## config.mk

```make
export PLATFORM = sky130hd
export DESIGN_NAME = fir_decim_fmt
export DESIGN_NICKNAME = d
export VERILOG_FILES = /design/src/rtl/fir_decim_fmt.sv
export SDC_FILE = /design/constraint.sdc
export NUM_CORES = 1
export LEC_CHECK = 0
export CAP_MARGIN = 20
export CORE_MARGIN = 2
export CORE_UTILIZATION = 45
export CTS_CLUSTER_SIZE = 24
export DETAILED_ROUTE_END_ITERATION = 7
export GPL_TIMING_DRIVEN = 1
export SLEW_MARGIN = 0
export SYNTH_ARGS = -nofsm -noshare
export SYNTH_HDL_FRONTEND = slang
export SYNTH_SLANG_ARGS = --single-unit
```

## constraint.sdc

```tcl
create_clock -name clk_main -period 3.6 [get_ports clk_main]
set_input_delay 1.08 -clock clk_main [delete_from_list [all_inputs] [get_ports clk_main]]
set_output_delay 1.08 -clock clk_main [all_outputs]
set_load 0.005 [all_outputs]
```

## src/rtl/fir_decim_fmt.sv

```systemverilog
// FIR output stage: decimate by DECIM, round/saturate IN_WIDTH -> OUT_WIDTH,
// then buffer in a first-word-fall-through FIFO with sticky sat/drop status.
module fir_decim_fmt #(
  parameter int IN_WIDTH   = 18,
  parameter int OUT_WIDTH  = 16,
  parameter int DECIM      = 4,
  parameter int FIFO_DEPTH = 8
) (
  input  logic                        clk_main,
  input  logic                        rst_n,
  input  logic                        indata_vld,
  input  logic signed [IN_WIDTH-1:0]  data_in,
  input  logic                        phase_clr,
  output logic signed [OUT_WIDTH-1:0] data_out,
  output logic                        outdata_vld,
  input  logic                        outdata_rdy,
  output logic                        sat_flag,
  output logic                        drop_flag,
  output logic [15:0]                 drop_cnt,
  input  logic                        flag_clr
);

  localparam int SHIFT = IN_WIDTH - OUT_WIDTH;
  localparam int PW    = (DECIM > 1) ? $clog2(DECIM) : 1;
  localparam int AW    = $clog2(FIFO_DEPTH);
  localparam logic [PW-1:0] PHASE_LAST = PW'(DECIM - 1);
  localparam logic [AW:0]   FULL_CNT   = (AW + 1)'(FIFO_DEPTH);
  localparam logic signed [IN_WIDTH:0] RND  = {{IN_WIDTH{1'b0}}, 1'b1} << (SHIFT - 1);
  localparam logic signed [IN_WIDTH:0] OMAX = {{(SHIFT + 2){1'b0}}, {(OUT_WIDTH - 1){1'b1}}};
  localparam logic signed [IN_WIDTH:0] OMIN = {{(SHIFT + 2){1'b1}}, {(OUT_WIDTH - 1){1'b0}}};

  // Valid/ready: the head transfers on a clock edge where outdata_vld & outdata_rdy;
  // outdata_vld only falls after such a transfer and data_out holds while stalled.

  logic [PW-1:0]  phase_q, phase_d, phase_base;
  logic           keep;

  logic signed [IN_WIDTH:0]    rnd_sum, rnd_shr;
  logic signed [OUT_WIDTH-1:0] rnd_val;
  logic                        rnd_sat;

  logic                        s1_vld_q;
  logic signed [OUT_WIDTH-1:0] s1_data_q;

  logic signed [OUT_WIDTH-1:0] mem_q [FIFO_DEPTH];
  logic [AW-1:0]               wr_ptr_q, rd_ptr_q;
  logic [AW:0]                 count_q, count_d;
  logic signed [OUT_WIDTH-1:0] last_q;
  logic                        pop, full, push, drop_ev, sat_ev;

  logic        sat_q, sat_d, drop_q, drop_d;
  logic [15:0] drop_cnt_q, drop_cnt_d;

  // phase_clr makes the current sample behave as phase 0
  always_comb begin
    phase_base = phase_clr ? '0 : phase_q;
    keep       = indata_vld && (phase_base == '0);
    phase_d    = phase_q;
    if (indata_vld) begin
      phase_d = (phase_base == PHASE_LAST) ? '0 : phase_base + 1'b1;
    end else if (phase_clr) begin
      phase_d = '0;
    end
  end

  // Round half toward +inf with one guard bit, then clamp to the output range
  always_comb begin
    rnd_sum = {data_in[IN_WIDTH-1], data_in} + RND;
    rnd_shr = rnd_sum >>> SHIFT;
    rnd_sat = 1'b0;
    rnd_val = rnd_shr[OUT_WIDTH-1:0];
    if (rnd_shr > OMAX) begin
      rnd_val = OMAX[OUT_WIDTH-1:0];
      rnd_sat = 1'b1;
    end else if (rnd_shr < OMIN) begin
      rnd_val = OMIN[OUT_WIDTH-1:0];
      rnd_sat = 1'b1;
    end
  end

  assign outdata_vld = (count_q != '0);
  assign data_out    = outdata_vld ? mem_q[rd_ptr_q] : last_q;
  assign pop         = outdata_vld && outdata_rdy;
  assign full        = (count_q == FULL_CNT);
  assign push        = s1_vld_q && (!full || pop);
  assign drop_ev     = s1_vld_q && full && !pop;
  assign sat_ev      = keep && rnd_sat;

  always_comb begin
    count_d = count_q;
    case ({push, pop})
      2'b10:   count_d = count_q + 1'b1;
      2'b01:   count_d = count_q - 1'b1;
      default: count_d = count_q;
    endcase
  end

  // A coincident event beats flag_clr
  always_comb begin
    sat_d      = sat_q | sat_ev;
    drop_d     = drop_q | drop_ev;
    drop_cnt_d = drop_cnt_q;
    if (flag_clr) begin
      sat_d      = sat_ev;
      drop_d     = drop_ev;
      drop_cnt_d = drop_ev ? 16'd1 : 16'd0;
    end else if (drop_ev && (drop_cnt_q != 16'hFFFF)) begin
      drop_cnt_d = drop_cnt_q + 16'd1;
    end
  end

  always_ff @(posedge clk_main or negedge rst_n) begin
    if (!rst_n) begin
      phase_q    <= '0;
      s1_vld_q   <= 1'b0;
      s1_data_q  <= '0;
      wr_ptr_q   <= '0;
      rd_ptr_q   <= '0;
      count_q    <= '0;
      last_q     <= '0;
      sat_q      <= 1'b0;
      drop_q     <= 1'b0;
      drop_cnt_q <= '0;
    end else begin
      phase_q    <= phase_d;
      s1_vld_q   <= keep;
      s1_data_q  <= rnd_val;
      count_q    <= count_d;
      sat_q      <= sat_d;
      drop_q     <= drop_d;
      drop_cnt_q <= drop_cnt_d;
      if (push) wr_ptr_q <= wr_ptr_q + 1'b1;
      if (pop) begin
        rd_ptr_q <= rd_ptr_q + 1'b1;
        last_q   <= mem_q[rd_ptr_q];
      end
    end
  end

  always_ff @(posedge clk_main) begin
    if (push) mem_q[wr_ptr_q] <= s1_data_q;
  end

  assign sat_flag  = sat_q;
  assign drop_flag = drop_q;
  assign drop_cnt  = drop_cnt_q;

endmodule

```

==> summary.txt, run 1 <==
Run status
  • Status: completed

Layout
  • Area grow syn2layout: 19.4%
  • Diode count: 0
  • Fillers: 1,395
  • Share of cells above drive strength 1: 0.178
  • Area of the multi-input gates: 2560 µm²
  • Post-layout util: 0.553
  • Final layout net count: 639
  • Register Area: 5420 µm²

Worst setup path
  • Reg2reg end: count_q[3]$_DFFE_PN0P_
  • Worst Path Max Fanout: 17
  • Reg-to-reg critical path startpoint: count_q[0]$_DFFE_PN0P_
  • Worst setup SP type: flop
  • CP arrival: 2.46 ns
  • Register-to-register setup slack: 0.82 ns
  • Crit path capture type: output pin
  • Cells on worst reg2reg path: 10
  • CP required: 2.52 ns
  • CP Class: reg2out
  • Crit path launch: rd_ptr_q[0]$_DFFE_PN0P_

Clocking
  • Clock sink count: 191
  • Worst-path clk slew: 0.06 ns
  • Post-CTS Hold Fix Bufs: 0
  • Setup bufs post-CTS: 0
  • CTS Buffer Depth: 2
  • H-tree levels: 4
  • Clk_lat worst skew: 0.43 ns
  • Cts bufs inserted: 17
  • Root buf cell: clkbuf_16
  • CTS tree: yes

Pwr
  • Seq pwr share: 0.418
  • Pint: 4.84 mW
  • Total Power: 6.83 mW
  • Comb pwr share: 0.322
  • Pwr Density: 710 nW/µm²
  • Worst vdd ir: 0.418 mV
  • Clock network fraction of total power: 0.260
  • Psw: 2.00 mW
  • Lkg Pwr: 3.44 nW
  • Sw frac: 0.292

Synthesis
  • Synth async-reset ratio: 0.330
  • Post-Syn Area: 8060 µm²
  • Mapped Cells: 541
  • Count of different cell masters after synthesis: 45
  • Synth area leader: edfxtp_1
  • Syn_nets: 574
  • #FFs+latches synth: 191
  • Avg Inst Size Synth: 14.9 µm²
  • Post-synth top area share: 0.477
  • Post-synth EDFFs: 128
  • Synth Flop Type: edfxtp_1
  • Yosys warns: 0
  • Area contributors post-synth: edfxtp_1 48%, dfrtp_1 20%, mux4_2 8.9%
  • Post-synthesis sequential area ratio: 0.673

Run
  • Max Cap Viol: 0

Route
  • DRT antenna net count: 0
  • WL met2: 7470 µm
  • Post-Route M1 WL: 7340 µm
  • Vias: 4,572
  • Highest Signal Layer: met4
  • DR pass1 iterations: 5
  • Via/cell ratio: 5.42
  • Drt drc: 0
  • Wire per inst: 18.5 µm
  • Initial DRC count: 270
  • Routed WL: 15,600 µm
  • DR WL met3: 707 µm

STA
  • Worst Skew: 0.0115 ns
  • Fin crit share: 0.985
  • Fmax: 282 MHz
  • Post-layout min period: 3.54 ns
  • Tightest hold margin: 0.484 ns
  • Slew margin rel.: 0.427
  • Setup violation total in the final timing report: 0
  • Count of final hold-check violations: 0
  • Worst Tran Pin Value: 0.859 ns
  • RSZ-0062 raised after global routing: true
  • Final Slew Violations: 0

Global routing
  • Largest net degree at the start of global routing: 37
  • Antenna violations before repair: 0
  • Vias in the first global route: 4,584
  • First-pass GRT wire length: 24,900 µm
  • GRT Overall Usage: 0.180
  • Gr ovfl total: 0

Place
  • Final GP Congestion: 0.791
  • Port-buffer cells: 57
  • Hpwl dp: 9850 µm

Die
  • Die Wd: 138 µm
  • Core Area: 17,400 µm²
  • IO Pins: 59
  • Initial core utilization: 0.463
  • Row cnt: 48
  • Die ar.: 19,000 µm²
  • Die Y-Extent: 138 µm

Worst hold path
  • Hold path depth: 2
  • Hold crit path type: reg2reg
  • Hold EP: last_q[0]$_DFFE_PN0P_
  • Hold_sp: last_q[0]$_DFFE_PN0P_
power groups by stage:
stage	logic, mW	registers, mW	clock network [mW]
floorplan	1.26	2.84	0
CTS	2.14	2.86	1.82
detailed placement	2.04	2.90	0
global placement	2.01	2.88	0
global route	2.43	2.90	1.91
finish	2.20	2.86	1.78
logic make-up after synthesis:
kind of cell	share of synthesized area
buffers and inverters	0.0202
AOI/OAI and AO/OA	0.0477
adders and majority gates	0.0149
muxes	0.126
DFF	0.673
xor gates and xnor gates	0.0206
and+or+nand+nor	0.0983
per-layer routing:
| metal | GRT usage | vias up |
|---|---|---|
| met3 | 0.0353 | 12 |
| met4 | 0.0646 | 0 |
| met1 | 0.241 | 2267 |
| li1 | - | 2190 |
| met2 | 0.294 | 103 |
| met5 | 0 | - |
worst max-delay path by stage:
| stage | depth (start not counted) | slack, ns | to |
|---|---|---|---|
| finish | 5 | 0.06 | data_out[8] |
| global route | 5 | -0.09 | data_out[9] |
| CTS | 5 | 0.001 | data_out[8] |
| detailed placement | 9 | 0.18 | count_q[3]$_DFFE_PN0P_ |
| global placement | 9 | 0.25 | count_q[3]$_DFFE_PN0P_ |
| floorplan | 4 | 0.41 | mem_q[1][0]$_DFFE_PP_ |
area by class of cell:
| type | count | share of cell area |
|---|---|---|
| tap | 225 | 0.0293 |
| clock buffer | 17 | 0.0442 |
| multi-input combinational | 310 | 0.266 |
| timing repair buffer | 76 | 0.0790 |
| sequential | 191 | 0.563 |
| inverter | 10 | 0.00390 |
| clock inverter | 15 | 0.0140 |
synthesized netlist by cell type, types with 2 or more instances:
master	count
nand4_1	9
xor2_1	12
and2_1	2
a31oi_1	2
a21oi_1	24
xnor2_1	7
or4_1	6
nand3b_1	2
buf_2	4
nor2_1	35
o31ai_1	5
mux2i_1	18
edfxtp_1	128
and3_1	6
a21o_1	2
nor2b_1	8
nand2_1	41
and4_1	8
nor3_1	4
nand3_1	10
nand2b_1	6
mux4_2	32
or3_1	3
nor4_1	7
clkbuf_1	24
ha_1	8
inv_1	10
mux2_2	10
dfrtp_1	63
nor4b_1	2
o21ai_0	29
per-stage QoR:
step | TNS [ns] | cell area [µm²] | setup slack, ns | instances
final | 0 | 9620 | 0.0552 | 844
after floorplan | 0 | 8060 | 0.411 | 541
after CTS | 0 | 9560 | 0.00146 | 844
after detailed placement | 0 | 8950 | 0.180 | 811
after global placement | 0 | 8950 | 0.250 | 811
after global routing | -0.402 | 9620 | -0.0933 | 844
worst max-delay path, stage by stage, from the launching register on:
cell             delay [ns]
dfrtp_2                0.41
bufbuf_16              0.34
mux4_2                 0.53
mux2i_2                0.21
a21oi_1                0.10
clkdlybuf4s50_1        0.45
registers in the layout, indices dropped and copies added (netlist names):
register	flops
last_q	16
mem_q	128
phase_q	2
wr_ptr_q	3
s1_data_q	16
rd_ptr_q	3
drop_cnt	16
s1_vld_q	1
count_q	4
drop_flag	1
sat_flag	1
layout by cell type, fill, tap and decap left out, drive strengths merged, types with 17 or more instances in the layout:
master / instances
a21oi: 24
buf: 19
clkbuf: 17
clkdlybuf4s50: 55
dfrtp: 63
edfxtp: 128
mux2i: 18
mux4: 32
nand2: 41
nor2: 35
o21ai: 30
repair_timing:
item,4_1_cts,5_1_grt
hold endpoints to repair,0,0
gates cloned,1,0
gates resized for setup,5,11
endpoints found under the setup margin,7,15
No activity file was read; power rests on OpenSTA's default activity.
==> inputs of run 2 (changes only) <==
ABC_CLOCK_PERIOD_IN_PS = 3600   (was unset)
CORE_MARGIN = unset   (was 2)
==> run 2 against run 1 <==
- clock power grew 2%
- non-clock buffer count shrank 2
- first-iteration DRC count grew 23%
- worst hold slack lost 0.0042 ns
- critical path depth is the same
- wire length shrank 2.8%
- final cell count shrank 0.24%
- register-to-register slack gained 0.04 ns
- core utilization shrank 0.16 points
- power shrank 0.11%
- via count shrank 0.11%
- sequential share of layout area grew 0.16 points
- highest routed layer unchanged
==> summary.txt, run 2 (synthesized netlist as in run 1, its figures left out) <==
Layout
  • Final Cell Area: 9600 µm²
  • Fillers: 1,380
  • Share of cells above drive strength 1: 0.169
  • Reg with most FFs: mem_q
  • Area of the multi-input gates: 2550 µm²
  • Register Area: 5420 µm²
  • Diode count: 0
  • Most frequent cells in the layout: 128 x edfxtp_1, 62 x dfrtp_1, 56 x clkdlybuf4s50_1
  • Fin cells: 842
  • Post-layout util: 0.551
  • Area grow syn2layout: 19.1%
  • Max reg flops: 128
  • Commonest non-fill, non-tap cell in the layout: edfxtp_1
  • Final layout net count: 637

Clocking
  • Worst-path clk slew: 0.07 ns
  • Cts bufs inserted: 17
  • CTS tree: yes
  • Clk_lat worst skew: 0.43 ns
  • H-tree levels: 4
  • CTS Buffer Depth: 2
  • Clock sink count: 191
  • Root buf cell: clkbuf_16

Pwr
  • Total Power: 6.83 mW
  • Comb pwr share: 0.314
  • Pint: 4.81 mW
  • Clock network fraction of total power: 0.267
  • Worst vdd ir: 0.429 mV
  • Psw: 2.01 mW
  • Sw frac: 0.295
  • Seq pwr share: 0.419
  • Lkg Pwr: 3.43 nW
  • Pwr Density: 711 nW/µm²

Route
  • Drt drc: 0
  • Routed WL: 15,200 µm
  • DR pass1 iterations: 4
  • Via/cell ratio: 5.42
  • Wire per inst: 18.1 µm
  • DRT antenna net count: 0
  • Vias: 4,567
  • Initial DRC count: 333

Worst setup path
  • Worst Path Max Fanout: 14
  • Worst setup SP type: flop
  • CP required: 2.52 ns
  • Reg2reg end: count_q[3]$_DFFE_PN0P_
  • CP Class: reg2out
  • Cells on worst reg2reg path: 10
  • CP arrival: 2.42 ns
  • Reg-to-reg critical path startpoint: count_q[0]$_DFFE_PN0P_
  • Crit path capture type: output pin
  • Register-to-register setup slack: 0.86 ns

Global routing
  • Vias in the first global route: 4,483
  • Largest net degree at the start of global routing: 64
  • Antenna violations before repair: 0
  • Gr ovfl total: 0
  • First-pass GRT wire length: 24,200 µm
  • GRT Overall Usage: 0.179

STA
  • Worst Tran Pin Value: 0.851 ns
  • RSZ-0062 raised after global routing: true
  • Slew margin rel.: 0.431
  • PnR worst setup slack: 0.104 ns
  • Post-layout min period: 3.50 ns
  • Setup violation total in the final timing report: 0
  • Count of final hold-check violations: 0
  • Fin crit share: 0.971
  • Setup TNS: 0 ns
  • Worst Skew: 0.00617 ns
  • Final Slew Violations: 0
  • Tightest hold margin: 0.480 ns
  • Fmax: 286 MHz

Place
  • Port-buffer cells: 57
  • Final GP Congestion: 0.840
  • Cell Area, Placed: 8940 µm²
  • Pre-CTS setup slack: 0.188 ns
  • Hpwl dp: 9590 µm
  • Cell total after placement: 809

Run
  • Max Cap Viol: 0

Die
  • Die Y-Extent: 136 µm
  • Initial core utilization: 0.463
  • Die Wd: 136 µm
  • Core Area: 17,400 µm²
  • Die ar.: 18,400 µm²
  • Row cnt: 48
  • IO Pins: 59

Worst hold path
  • Hold path depth: 2
  • Hold_sp: last_q[11]$_DFFE_PN0P_
  • Hold EP: last_q[11]$_DFFE_PN0P_
  • Hold crit path type: reg2reg

Run status
  • Status: completed
## run 2: repair_timing
action / CTS / global route
buffers inserted: 1 / 0
hold endpoints to repair: 0 / 0
gates resized for setup: 3 / 11
gates cloned: 0 / 0
setup endpoints to repair: 13 / 9
hold buffers: 0 / 0
## run 2: worst max path at each step
stage	startpoint	to	slack, ns	cells after the start
2_1_floorplan	outdata_rdy	mem_q[1][0]$_DFFE_PP_	0.41	4
3_3_place_gp	outdata_rdy	count_q[3]$_DFFE_PN0P_	0.21	9
3_5_place_dp	outdata_rdy	count_q[3]$_DFFE_PN0P_	0.19	9
4_1_cts	rd_ptr_q[0]$_DFFE_PN0P_	data_out[15]	0.008	5
5_1_grt	rd_ptr_q[0]$_DFFE_PN0P_	data_out[10]	-0.003	5
6_report	rd_ptr_q[0]$_DFFE_PN0P_	data_out[7]	0.10	5
## run 2: cell type report
| class | count | share of cell area |
|---|---|---|
| clock inverter | 14 | 0.0156 |
| tap | 225 | 0.0293 |
| inverter | 10 | 0.00391 |
| timing repair buffer | 74 | 0.0756 |
| clock buffer | 18 | 0.0447 |
| multi-input combinational | 310 | 0.266 |
| sequential | 191 | 0.565 |
## run 2: metal layers
layer  track usage  wire length, µm
met4        0.0574              204
met3        0.0350              477
met5             0                0
met2         0.291             7250
met1         0.242             7280
## run 2: worst max-delay path: stages, from the launching register on
cell and delay, ns:
dfrtp_2 0.44, buf_12 0.20, mux4_2 0.53, mux2i_2 0.25, a21oi_1 0.11, clkdlybuf4s50_1 0.46
## run 2: power by group through the flow
stage,registers [mW],logic [mW],clock network (mW)
6_report,2.86,2.15,1.82
5_1_grt,2.89,2.35,1.96
4_1_cts,2.86,2.08,1.86
3_5_place_dp,2.92,2.02,0
3_3_place_gp,2.90,1.98,0
2_1_floorplan,2.84,1.26,0
